==> src/rtl/varredor_bitmap_pkg.sv <==
// varredor_pkg: shared types and constants for the bitmap scanner.
// FSM state encoding, default parameter values and the saturating alarm counter.
package varredor_pkg;

  typedef enum logic [1:0] {
    OCIOSO   = 2'd0,
    CONSULTA = 2'd1,
    ESPERA   = 2'd2
  } estado_t;

  localparam int NUM_CLUSTERS_DEF  = 8;
  localparam int TAM_ENDERECO_DEF  = 2;
  localparam int TAM_HASH_DOIS_DEF = 8;
  localparam int TIMEOUT_DEF       = 64;

  localparam int                CONT_W   = 16;
  localparam logic [CONT_W-1:0] CONT_SAT = '1;

  // Increment that sticks at the top value instead of wrapping.
  function automatic logic [CONT_W-1:0] sat_inc(input logic [CONT_W-1:0] v);
    return (v == CONT_SAT) ? v : v + 1'b1;
  endfunction

endpackage

==> src/rtl/varredor_bitmap_if.sv <==
// varredor_bitmap_if: lookup channel between the scanner and the cluster table.
// Request is valid/ready; the response is a single-cycle strobe with a hit flag.
interface varredor_bitmap_if
  import varredor_pkg::*;
#(
  parameter int NUM_CLUSTERS  = NUM_CLUSTERS_DEF,
  parameter int TAM_ENDERECO  = TAM_ENDERECO_DEF,
  parameter int TAM_HASH_DOIS = TAM_HASH_DOIS_DEF
);
  localparam int IDX_W = $clog2(NUM_CLUSTERS);

  logic                     consulta_valida;
  logic                     consulta_pronta;
  logic [IDX_W-1:0]         consulta_cluster;
  logic [TAM_ENDERECO-1:0]  consulta_endereco;
  logic [TAM_HASH_DOIS-1:0] consulta_hash;
  logic                     resposta_valida;
  logic                     resposta_acerto;

  // Scanner side: issues requests, receives responses.
  modport master (
    output consulta_valida, consulta_cluster, consulta_endereco, consulta_hash,
    input  consulta_pronta, resposta_valida, resposta_acerto
  );

  // Cluster table side.
  modport slave (
    input  consulta_valida, consulta_cluster, consulta_endereco, consulta_hash,
    output consulta_pronta, resposta_valida, resposta_acerto
  );

endinterface

==> src/rtl/varredor_bitmap_primeiro_bit.sv <==
// primeiro_bit: lowest-set-bit priority encoder.
// Returns the index of the least significant 1 and a nonzero flag.
module primeiro_bit #(
  parameter int W = 8
) (
  input  logic [W-1:0]         vetor,
  output logic [$clog2(W)-1:0] indice,
  output logic                 nao_zero
);
  localparam int IW = $clog2(W);

  // Scan from MSB down so the last hit written is the lowest set bit.
  always_comb begin
    indice   = '0;
    nao_zero = |vetor;
    for (int i = W - 1; i >= 0; i--) begin
      if (vetor[i]) indice = IW'(i);
    end
  end

endmodule

==> src/rtl/varredor_bitmap.sv <==
// varredor_bitmap: consumer for the head of the candidate buffer.
// Walks the head bitmap LSB first, one lookup per set bit, and drives the
// buffer write-back/removal controls. Confirmed hits raise a registered alarm.
// Optional response watchdog: define VARREDOR_TIMEOUT_EN.
module varredor_bitmap
  import varredor_pkg::*;
#(
  parameter int NUM_CLUSTERS  = NUM_CLUSTERS_DEF,
  parameter int TAM_ENDERECO  = TAM_ENDERECO_DEF,
  parameter int TAM_HASH_DOIS = TAM_HASH_DOIS_DEF,
  parameter int TIMEOUT       = TIMEOUT_DEF
) (
  input  logic                            clk,
  input  logic                            reset,
  input  logic                            saida_valida,
  input  logic [NUM_CLUSTERS-1:0]         bitmap_atual,
  input  logic [TAM_ENDERECO-1:0]         endereco_atual,
  input  logic [TAM_HASH_DOIS-1:0]        hash_atual,
  output logic [NUM_CLUSTERS-1:0]         bitmap_atualizado,
  output logic                            zero,
  output logic                            suspeito,
  varredor_bitmap_if.master               consulta,
  output logic                            alarme_valido,
  output logic [TAM_ENDERECO-1:0]         alarme_endereco,
  output logic [$clog2(NUM_CLUSTERS)-1:0] alarme_cluster,
  output logic [CONT_W-1:0]               contador_alarmes,
  output logic                            erro_timeout
);
  localparam int IDX_W = $clog2(NUM_CLUSTERS);

  estado_t                  estado_q, estado_d;
  logic                     consulta_valida_q, consulta_valida_d;
  logic [IDX_W-1:0]         cluster_q, cluster_d;
  logic [TAM_ENDERECO-1:0]  endereco_q, endereco_d;
  logic [TAM_HASH_DOIS-1:0] hash_q, hash_d;
  logic                     alarme_valido_q, alarme_valido_d;
  logic [TAM_ENDERECO-1:0]  alarme_endereco_q, alarme_endereco_d;
  logic [IDX_W-1:0]         alarme_cluster_q, alarme_cluster_d;
  logic [CONT_W-1:0]        contador_q, contador_d;

  logic [IDX_W-1:0]         idx_baixo;
  logic                     tem_bit;
  logic                     estouro;
  logic                     acerto_ev;
  logic                     falha_ev;
  logic [NUM_CLUSTERS-1:0]  bitmap_limpo;

  primeiro_bit #(.W(NUM_CLUSTERS)) u_primeiro_bit (
    .vetor    (bitmap_atual),
    .indice   (idx_baixo),
    .nao_zero (tem_bit)
  );

`ifdef VARREDOR_TIMEOUT_EN
  localparam int TMR_W = $clog2(TIMEOUT + 1);

  logic [TMR_W-1:0] tmr_q, tmr_d;
  logic             erro_q, erro_d;

  // Watchdog: counts ESPERA cycles without a response; on the last one the
  // lookup is forced to a miss and the error pulse is registered.
  always_comb begin
    tmr_d   = '0;
    estouro = 1'b0;
    if (estado_q == ESPERA && !consulta.resposta_valida) begin
      if (tmr_q == TMR_W'(TIMEOUT - 1)) estouro = 1'b1;
      else                              tmr_d   = tmr_q + 1'b1;
    end
    erro_d = estouro;
  end

  // Watchdog state, cleared by reset.
  always_ff @(posedge clk) begin
    if (!reset) begin
      tmr_q  <= '0;
      erro_q <= 1'b0;
    end else begin
      tmr_q  <= tmr_d;
      erro_q <= erro_d;
    end
  end

  assign erro_timeout = erro_q;
`else
  assign estouro      = 1'b0;
  assign erro_timeout = 1'b0;
`endif

  // Response outcome; responses outside ESPERA never reach these.
  assign acerto_ev    = (estado_q == ESPERA) && consulta.resposta_valida && consulta.resposta_acerto;
  assign falha_ev     = ((estado_q == ESPERA) && consulta.resposta_valida && !consulta.resposta_acerto)
                        || estouro;
  assign bitmap_limpo = bitmap_atual & ~(NUM_CLUSTERS'(1) << cluster_q);

  // Buffer controls: write-back is a no-op except on a miss; removal only
  // ever requested while the head is valid, and hit/miss are exclusive.
  always_comb begin
    bitmap_atualizado = falha_ev ? bitmap_limpo : bitmap_atual;
    suspeito          = saida_valida && acerto_ev;
    zero              = saida_valida &&
                        (((estado_q == OCIOSO) && !tem_bit) ||
                         (falha_ev && (bitmap_limpo == '0)));
  end

  // Scanner FSM next state and registered outputs.
  always_comb begin
    estado_d          = estado_q;
    consulta_valida_d = consulta_valida_q;
    cluster_d         = cluster_q;
    endereco_d        = endereco_q;
    hash_d            = hash_q;
    alarme_valido_d   = 1'b0;
    alarme_endereco_d = alarme_endereco_q;
    alarme_cluster_d  = alarme_cluster_q;
    contador_d        = contador_q;
    unique case (estado_q)
      OCIOSO: begin
        if (saida_valida && tem_bit) begin
          cluster_d         = idx_baixo;
          endereco_d        = endereco_atual;
          hash_d            = hash_atual;
          consulta_valida_d = 1'b1;
          estado_d          = CONSULTA;
        end
      end
      CONSULTA: begin
        if (consulta.consulta_pronta) begin
          consulta_valida_d = 1'b0;
          estado_d          = ESPERA;
        end
      end
      ESPERA: begin
        if (acerto_ev) begin
          alarme_valido_d   = 1'b1;
          alarme_endereco_d = endereco_q;
          alarme_cluster_d  = cluster_q;
          contador_d        = sat_inc(contador_q);
          estado_d          = OCIOSO;
        end else if (falha_ev) begin
          estado_d          = OCIOSO;
        end
      end
      default: estado_d = OCIOSO;
    endcase
  end

  // FSM and output registers; reset drops any in-flight lookup.
  always_ff @(posedge clk) begin
    if (!reset) begin
      estado_q          <= OCIOSO;
      consulta_valida_q <= 1'b0;
      cluster_q         <= '0;
      endereco_q        <= '0;
      hash_q            <= '0;
      alarme_valido_q   <= 1'b0;
      alarme_endereco_q <= '0;
      alarme_cluster_q  <= '0;
      contador_q        <= '0;
    end else begin
      estado_q          <= estado_d;
      consulta_valida_q <= consulta_valida_d;
      cluster_q         <= cluster_d;
      endereco_q        <= endereco_d;
      hash_q            <= hash_d;
      alarme_valido_q   <= alarme_valido_d;
      alarme_endereco_q <= alarme_endereco_d;
      alarme_cluster_q  <= alarme_cluster_d;
      contador_q        <= contador_d;
    end
  end

  assign consulta.consulta_valida   = consulta_valida_q;
  assign consulta.consulta_cluster  = cluster_q;
  assign consulta.consulta_endereco = endereco_q;
  assign consulta.consulta_hash     = hash_q;
  assign alarme_valido              = alarme_valido_q;
  assign alarme_endereco            = alarme_endereco_q;
  assign alarme_cluster             = alarme_cluster_q;
  assign contador_alarmes           = contador_q;

endmodule

==> src/flat_wrapper.sv <==
// flat-port wrapper written by rule: the top's interface ports become plain ports
module varredor_bitmap_flat import varredor_pkg::*;
#(
  parameter int NUM_CLUSTERS  = NUM_CLUSTERS_DEF,
  parameter int TAM_ENDERECO  = TAM_ENDERECO_DEF,
  parameter int TAM_HASH_DOIS = TAM_HASH_DOIS_DEF,
  parameter int TIMEOUT       = TIMEOUT_DEF
)
  (clk, reset, saida_valida, bitmap_atual, endereco_atual, hash_atual, bitmap_atualizado, zero, suspeito, alarme_valido, alarme_endereco, alarme_cluster, contador_alarmes, erro_timeout, consulta_consulta_valida, consulta_consulta_cluster, consulta_consulta_endereco, consulta_consulta_hash, consulta_consulta_pronta, consulta_resposta_valida, consulta_resposta_acerto);
  varredor_bitmap_if #(.NUM_CLUSTERS(NUM_CLUSTERS), .TAM_ENDERECO(TAM_ENDERECO), .TAM_HASH_DOIS(TAM_HASH_DOIS)) consulta_i ();
  input  logic clk;
  input  logic reset;
  input  logic saida_valida;
  input  logic [NUM_CLUSTERS-1:0] bitmap_atual;
  input  logic [TAM_ENDERECO-1:0] endereco_atual;
  input  logic [TAM_HASH_DOIS-1:0] hash_atual;
  output logic [NUM_CLUSTERS-1:0] bitmap_atualizado;
  output logic zero;
  output logic suspeito;
  output logic alarme_valido;
  output logic [TAM_ENDERECO-1:0] alarme_endereco;
  output logic [$clog2(NUM_CLUSTERS)-1:0] alarme_cluster;
  output logic [CONT_W-1:0] contador_alarmes;
  output logic erro_timeout;
  output wire logic [$bits(consulta_i.consulta_valida)-1:0] consulta_consulta_valida;
  output wire logic [$bits(consulta_i.consulta_cluster)-1:0] consulta_consulta_cluster;
  output wire logic [$bits(consulta_i.consulta_endereco)-1:0] consulta_consulta_endereco;
  output wire logic [$bits(consulta_i.consulta_hash)-1:0] consulta_consulta_hash;
  input wire logic [$bits(consulta_i.consulta_pronta)-1:0] consulta_consulta_pronta;
  input wire logic [$bits(consulta_i.resposta_valida)-1:0] consulta_resposta_valida;
  input wire logic [$bits(consulta_i.resposta_acerto)-1:0] consulta_resposta_acerto;
  assign consulta_consulta_valida = consulta_i.consulta_valida;
  assign consulta_consulta_cluster = consulta_i.consulta_cluster;
  assign consulta_consulta_endereco = consulta_i.consulta_endereco;
  assign consulta_consulta_hash = consulta_i.consulta_hash;
  assign consulta_i.consulta_pronta = consulta_consulta_pronta;
  assign consulta_i.resposta_valida = consulta_resposta_valida;
  assign consulta_i.resposta_acerto = consulta_resposta_acerto;
  varredor_bitmap #(.NUM_CLUSTERS(NUM_CLUSTERS), .TAM_ENDERECO(TAM_ENDERECO), .TAM_HASH_DOIS(TAM_HASH_DOIS), .TIMEOUT(TIMEOUT)) u_core (.clk(clk), .reset(reset), .saida_valida(saida_valida), .bitmap_atual(bitmap_atual), .endereco_atual(endereco_atual), .hash_atual(hash_atual), .bitmap_atualizado(bitmap_atualizado), .zero(zero), .suspeito(suspeito), .consulta(consulta_i), .alarme_valido(alarme_valido), .alarme_endereco(alarme_endereco), .alarme_cluster(alarme_cluster), .contador_alarmes(contador_alarmes), .erro_timeout(erro_timeout));
endmodule
==> config.mk <==
export PLATFORM = sky130hd
export DESIGN_NAME = varredor_bitmap_flat
export DESIGN_NICKNAME = d
export VERILOG_FILES = /design/src/rtl/varredor_bitmap_pkg.sv /design/src/rtl/varredor_bitmap_if.sv /design/src/rtl/varredor_bitmap_primeiro_bit.sv /design/src/rtl/varredor_bitmap.sv /design/src/flat_wrapper.sv
export SDC_FILE = /design/constraint.sdc
export NUM_CORES = 1
export LEC_CHECK = 0
export ABC_AREA = 1
export BUFFER_PORTS_ARGS = -buffer_cell sky130_fd_sc_hd__buf_2
export CAP_MARGIN = 25
export CELL_PAD_IN_SITES_DETAIL_PLACEMENT = 2
export CELL_PAD_IN_SITES_GLOBAL_PLACEMENT = 2
export CORE_MARGIN = 3
export CORE_UTILIZATION = 25
export CTS_BUF_LIST = sky130_fd_sc_hd__clkbuf_8 sky130_fd_sc_hd__clkbuf_16
export DETAILED_ROUTE_END_ITERATION = 8
export PLACE_DENSITY_LB_ADDON = 0.1
export SLEW_MARGIN = 40
export SYNTH_ARGS = -nofsm -noshare
export SYNTH_HDL_FRONTEND = slang
export SYNTH_SLANG_ARGS = --single-unit
==> constraint.sdc <==
create_clock -name clk -period 1.6 [get_ports clk]
set_input_delay 0.4 -clock clk [delete_from_list [all_inputs] [get_ports clk]]
set_output_delay 0.4 -clock clk [all_outputs]
set_load 0.02 [all_outputs]
== Yosys cells after proc, flatten, opt, wreduce, memory -nomap -nowiden ==
Cells that the tools add are included.

* Bitwise logic cells: 3
* Eq/ne operators: 6
* Reduce and logical (&&, ||, !) cells: 21
* Multiplexer cells: 18
* Add/subtract/negate cells: 1
* Shift operators: 1

{| class="wikitable"
|+ Operator list
! operator !! count
|-
| 3-bit two-way mux || 8
|-
| 16-bit by 1-bit adder with 16-bit output, second input constant || 1
|-
| 16-bit equality test, second input constant || 1
|-
| 3-bit AND reduction || 3
|-
| 8-bit bitwise AND || 1
|-
| 1-bit logical AND || 8
|-
| 8-bit zero test || 1
|-
| 2-bit two-way mux || 4
|-
| 8-bit two-way mux || 1
|-
| 8-bit NOT || 1
|-
| 8-bit OR reduction || 1
|-
| 1-bit by 3-bit left shift with 8-bit output, first input constant || 1
|-
| 2-bit case mux with 3 select lines || 1
|-
| 2-bit AND reduction || 3
|-
| 2-bit inequality test, second input constant || 2
|-
| 1-bit two-way mux || 3
|-
| 3-bit by 1-bit inequality test with 1-bit output, second input constant || 1
|-
| 2-bit by 1-bit equality test with 1-bit output, second input constant || 1
|-
| 2-bit equality test, second input constant || 1
|-
| 1-bit zero test || 2
|-
| 2-bit zero test || 1
|-
| 1-bit case mux with 2 select lines || 1
|-
| 2-bit nonzero test || 1
|-
| 1-bit logical OR || 1
|-
| 1-bit NOT || 1
|}

* Input bits: 24
* Register bits after elaboration: 38

== Longest topological paths before layout ==
* Depth after elaboration: 8
* Gate-level depth with buffers: 10

== Cells and area by module ==
Synthesis repeated with hierarchy kept, for this count alone.

* Cell total of the unflattened synthesis: 322
* Area, all modules: 2053.2 um2

{| class="wikitable"
|+ Modules (own cells, without submodules)
! module !! sequential area each (um2) !! cells each !! area each (um2) !! instances
|-
| varredor_bitmap || 760.7 || 300 || 1954.4 || 1
|-
| primeiro_bit || 0.0 || 22 || 98.8 || 1
|}

== Worst setup path after synthesis ==
Ideal clock, no wire load.

* Path kind: reg2out
* From: reg u_core.cluster_q[2] (netlist: u_core.consulta.consulta_cluster[2])
* To: out zero
* Required time: 1200 ps
* Data arrival time: 1354 ps
* Stages on the path, launching flop included: 7
* Setup slack: -154 ps
* Cell sequence: dfxtp_1 > inv_1 > o21ai_0 > nand2_1 > nor2_1 > nand2_1 > o22ai_1

* Longest elaborated chain between the ends: 7

{| class="wikitable"
|+ RTL lines
! what !! RTL line !! text
|-
| from (decl) || varredor_bitmap.sv:33 || <nowiki>logic [IDX_W-1:0] cluster_q, cluster_d;</nowiki>
|-
| from (signal assigned) || varredor_bitmap.sv:162 || <nowiki>cluster_q <= cluster_d;</nowiki>
|-
| 1-bit by 3-bit left shift with 8-bit output || varredor_bitmap.sv:93 || <nowiki>assign bitmap_limpo = bitmap_atual & ~(NUM_CLUSTERS'(1) << cluster_q);</nowiki>
|-
| 8-bit NOT || varredor_bitmap.sv:93 ||
|-
| 8-bit bitwise AND || varredor_bitmap.sv:93 ||
|-
| 8-bit zero test || varredor_bitmap.sv:102 || <nowiki>(falha_ev && (bitmap_limpo == '0)));</nowiki>
|-
| 1-bit logical AND || varredor_bitmap.sv:102 ||
|-
| 1-bit logical OR || varredor_bitmap.sv:101 || <nowiki>(((estado_q == OCIOSO) && !tem_bit) ||</nowiki>
|-
| 1-bit logical AND || varredor_bitmap.sv:100 || <nowiki>zero = saida_valida &&</nowiki>
|-
| to (decl) || flat_wrapper.sv:18 || <nowiki>output logic zero;</nowiki>
|}

No other way between the ends.

== Worst setup path after layout ==
Ends and elaborated chain as after synthesis.

==> results.txt <==
Clock-pin slew was measured on the worst setup and hold paths at 0.08 ns. The mapped netlist covers 0.00197 mm². The fraction of layout instances using a drive strength above 1 is 43.4%.

The post-route non-filler standard cell count came out at 528. The chip width came out at 94.8 µm. The required time of the worst setup path came out at 1.20 ns. The final critical delay including setup and external delays came out at 1.89 ns.

In this design, the stage delay of the slowest critical-path cell is 0.37 ns. The initial antenna violation count came out at 0. The detailed-route wire length came out at 9010 µm. For this design the top-level I/O count stands at 71. The slowest stage of the critical path is the sky130_fd_sc_hd__dfxtp_4 cell. The first global-routing pass estimated 13500 µm of wire. The cell leakage power came out at 1.52 nW. The run finished, with violations left.

The number of CTS-inserted buffers came out at 5. The yosys synthesis warning count is 0. The standard-cell row count came out at 31. The tree is rooted in a sky130_fd_sc_hd__clkbuf_8. In this run the remaining antenna-violating nets after routing total 0.

The nature of the critical path endpoint is a primary output. The violation count after the first detailed-routing iteration came out at 65. Once the floorplan was initialized, standard cells occupied 26.5% of the core. The category of the most critical setup path is reg -> out. The synthesized design contains 38 register bits. Final hold analysis gives a worst-case slack of 0.322 ns. The utilization after layout is 43.2%.

The net count of the mapped netlist is 326. The H-tree generated during clock tree synthesis spans 2 levels. For this design, the CTS-stage hold fixing added 0 buffers. The cell count after placement is 511.

Leaving out fill and tap cells, the most frequent cells in the layout are 60 x sky130_fd_sc_hd__buf_2, 60 x sky130_fd_sc_hd__buf_4, 58 x sky130_fd_sc_hd__nor2_1. The global route total overflow came out at 0. The die is 94.8 µm tall.

The final count of negative-setup-slack endpoints came out at 10. Setup repair after global routing could not meet its margin everywhere. TritonCTS built the clock tree. In the final layout, the multi-input gates occupy 0.00117 mm². The checks that failed: setup timing. The register cell area after layout is 777 µm².

In the routed design, unresolved DRC markers number 0. The HPWL reported at the end of detailed placement is 6220 µm. The area added between synthesis and finish is 63.0%. Port buffering added 69 buffers.

The worst-case IR drop observed on VDD is 363 µV. The summed negative setup slack over all endpoints is -1.26 ns. The number of vias per cell after detailed routing came out at 4.71. The maximum number of pins on one net before global-route repair is 23. The overall track demand over capacity in global routing came out at 19.4%. The fraction of the yosys area taken by sequential cells is 38.6%. The signal on the critical path passes through inv_6 -> buf_4 -> nand3_2 -> nand2_1 -> nand4_1 -> o22ai_2 -> buf_6.

The area of the core is 0.00745 mm². The number of nets in the layout is 453. The synthesized instance count is 301. After layout, the worst path uses 118% of the clock period. The number of hold violations in the final report is 0. The count of cell types in the netlist came out at 27. The max capacitance violation total came out at 0.

The pre-antenna-repair detailed-routing pass consisted of 4 iterations. STA puts the critical path data arrival time at 1.49 ns. The clock latency on the worst-skew pair is 0.30 ns. The power per cell area is 804 mW/mm². The average size of a mapped cell is 6.56 µm². The highest attainable clock frequency is 529 MHz. The class of the tightest hold or removal check is in -> reg.

The placement-stage worst setup slack is -0.183 ns. The detailed router placed 2488 vias in this run. The number of sinks driven by the clock tree came out at 38. The nature of the critical path startpoint is a flip-flop. The top fanout value on the critical path came out at 5. The final clock skew came out at 0.0112 ns. The full die area is 0.00899 mm². The clock passes through at most 2 buffers. The antenna cell count came out at 0. The final number of max-transition violations is 0. The global placer's final weighted congestion is 0.728. The number of fill cells in the layout came out at 931.

The smallest setup slack after layout came out at -0.292 ns. The routed wire length per instance came out at 17.1 µm. The number of global-route vias before repair is 2692.
critical path, delay by kind of cell, from the launching register on:
kind	cells	cell delay, ns
AOI/OAI and AO/OA	1	0.18
buffers and inverters	3	0.33
DFF	1	0.37
and+or+nand+nor	3	0.32
kinds of logic after synthesis:
group / count (synthesis) / synth area share (%)
simple gates: 165 / 36.8
buf+inv: 39 / 8.69
other cells: 1 / 0.190
flops: 38 / 38.6
xor+xnor: 2 / 0.888
compound gates: 55 / 14.2
fa+ha+maj: 1 / 0.634
stage by stage:
step	power, W	cell area (µm²)
2_1_floorplan	0.00123	1980
3_3_place_gp	0.00144	2810
3_5_place_dp	0.00145	2810
4_1_cts	0.00255	3050
5_1_grt	0.00269	3220
6_report	0.00258	3220
flip-flops by register name, summed over array words and instances (netlist names), 2 cells and up:
register                           flops
u_core.consulta.consulta_cluster       3
u_core.consulta.consulta_hash          8
u_core.estado_q                        2
u_core.consulta.consulta_endereco      2
u_core.alarme_endereco                 2
u_core.alarme_cluster                  3
u_core.contador_alarmes               16
layout make-up:
cell class	instances	share of cell area, %
Clock buffer	6	2.57
Clock inverter	2	1.87
Inverter	30	3.97
Multi-Input combinational cell	224	36.3
Sequential cell	38	24.2
Tap cell	99	3.85
Timing Repair Buffer	129	27.3
Yosys cell counts:
| cell | instances | area [µm²] |
|---|---|---|
| sky130_fd_sc_hd__clkinv_1 | 1 | 3.75 |
| sky130_fd_sc_hd__o21ai_1 | 1 | 5.00 |
| sky130_fd_sc_hd__clkbuf_1 | 3 | 11.3 |
| sky130_fd_sc_hd__nor2_4 | 1 | 11.3 |
| sky130_fd_sc_hd__buf_4 | 2 | 15.0 |
| sky130_fd_sc_hd__nand4_1 | 6 | 37.5 |
| sky130_fd_sc_hd__nand2_2 | 4 | 25.0 |
| sky130_fd_sc_hd__a21oi_1 | 19 | 95.1 |
| sky130_fd_sc_hd__nand3_1 | 24 | 120 |
| sky130_fd_sc_hd__dfxtp_1 | 38 | 761 |
| sky130_fd_sc_hd__inv_1 | 29 | 109 |
| sky130_fd_sc_hd__o21ai_0 | 33 | 165 |
| sky130_fd_sc_hd__buf_6 | 2 | 22.5 |
| sky130_fd_sc_hd__nand3_2 | 1 | 10.0 |
| sky130_fd_sc_hd__nand2_1 | 57 | 214 |
| sky130_fd_sc_hd__a21oi_2 | 1 | 8.76 |
| sky130_fd_sc_hd__nor3_1 | 3 | 15.0 |
| sky130_fd_sc_hd__ha_1 | 1 | 12.5 |
| sky130_fd_sc_hd__o22ai_1 | 1 | 6.26 |
| sky130_fd_sc_hd__nand2_4 | 2 | 22.5 |
| sky130_fd_sc_hd__xor2_1 | 1 | 8.76 |
| sky130_fd_sc_hd__nor2_2 | 3 | 18.8 |
| sky130_fd_sc_hd__xnor2_1 | 1 | 8.76 |
| sky130_fd_sc_hd__buf_2 | 2 | 10.0 |
| sky130_fd_sc_hd__conb_1 | 1 | 3.75 |
| sky130_fd_sc_hd__nor3_4 | 1 | 16.3 |
| sky130_fd_sc_hd__nor2_1 | 63 | 236 |
where the power goes:
group	internal (W)	leakage, nW	switching (W)	total, W
combinational	0.000221	1.14	0.000292	0.000513
sequential	0.000985	0.314	0.0000303	0.00102
clock	0.000666	0.0714	0.000390	0.00106
repair_timing:
item / 4_1_cts / 5_1_grt
pin swaps: 6 / 8
setup buffers: 1 / 8
resized for setup: 40 / 37
endpoints found under the setup margin: 22 / 35
worst paths after layout:
check	start	to	slack [ns]	depth (start not counted)
worst max register to register	u_core.estado_q[0]$_SDFFE_PN0P_	u_core.consulta.consulta_cluster[1]$_SDFFE_PN0P_	0.07	9
worst min-delay path	hash_atual[5]	u_core.consulta.consulta_hash[5]$_SDFFE_PN0P_	0.32	3
worst max-delay path	u_core.consulta.consulta_cluster[2]$_SDFFE_PN0P_	zero	-0.29	7
worst min register to register	u_core.consulta.consulta_valida$_SDFFE_PN0P_	u_core.consulta.consulta_valida$_SDFFE_PN0P_	0.48	2
routing by layer:
metal	vias up	part of all wire, %	GRT usage (%)
li1	1226	-	-
met1	1208	44	23.9
met2	45	52	35.1
met3	9	2.6	2.47
met4	0	1.0	5.17
met5	-	0	0
No activity file was read; power rests on OpenSTA's default activity.
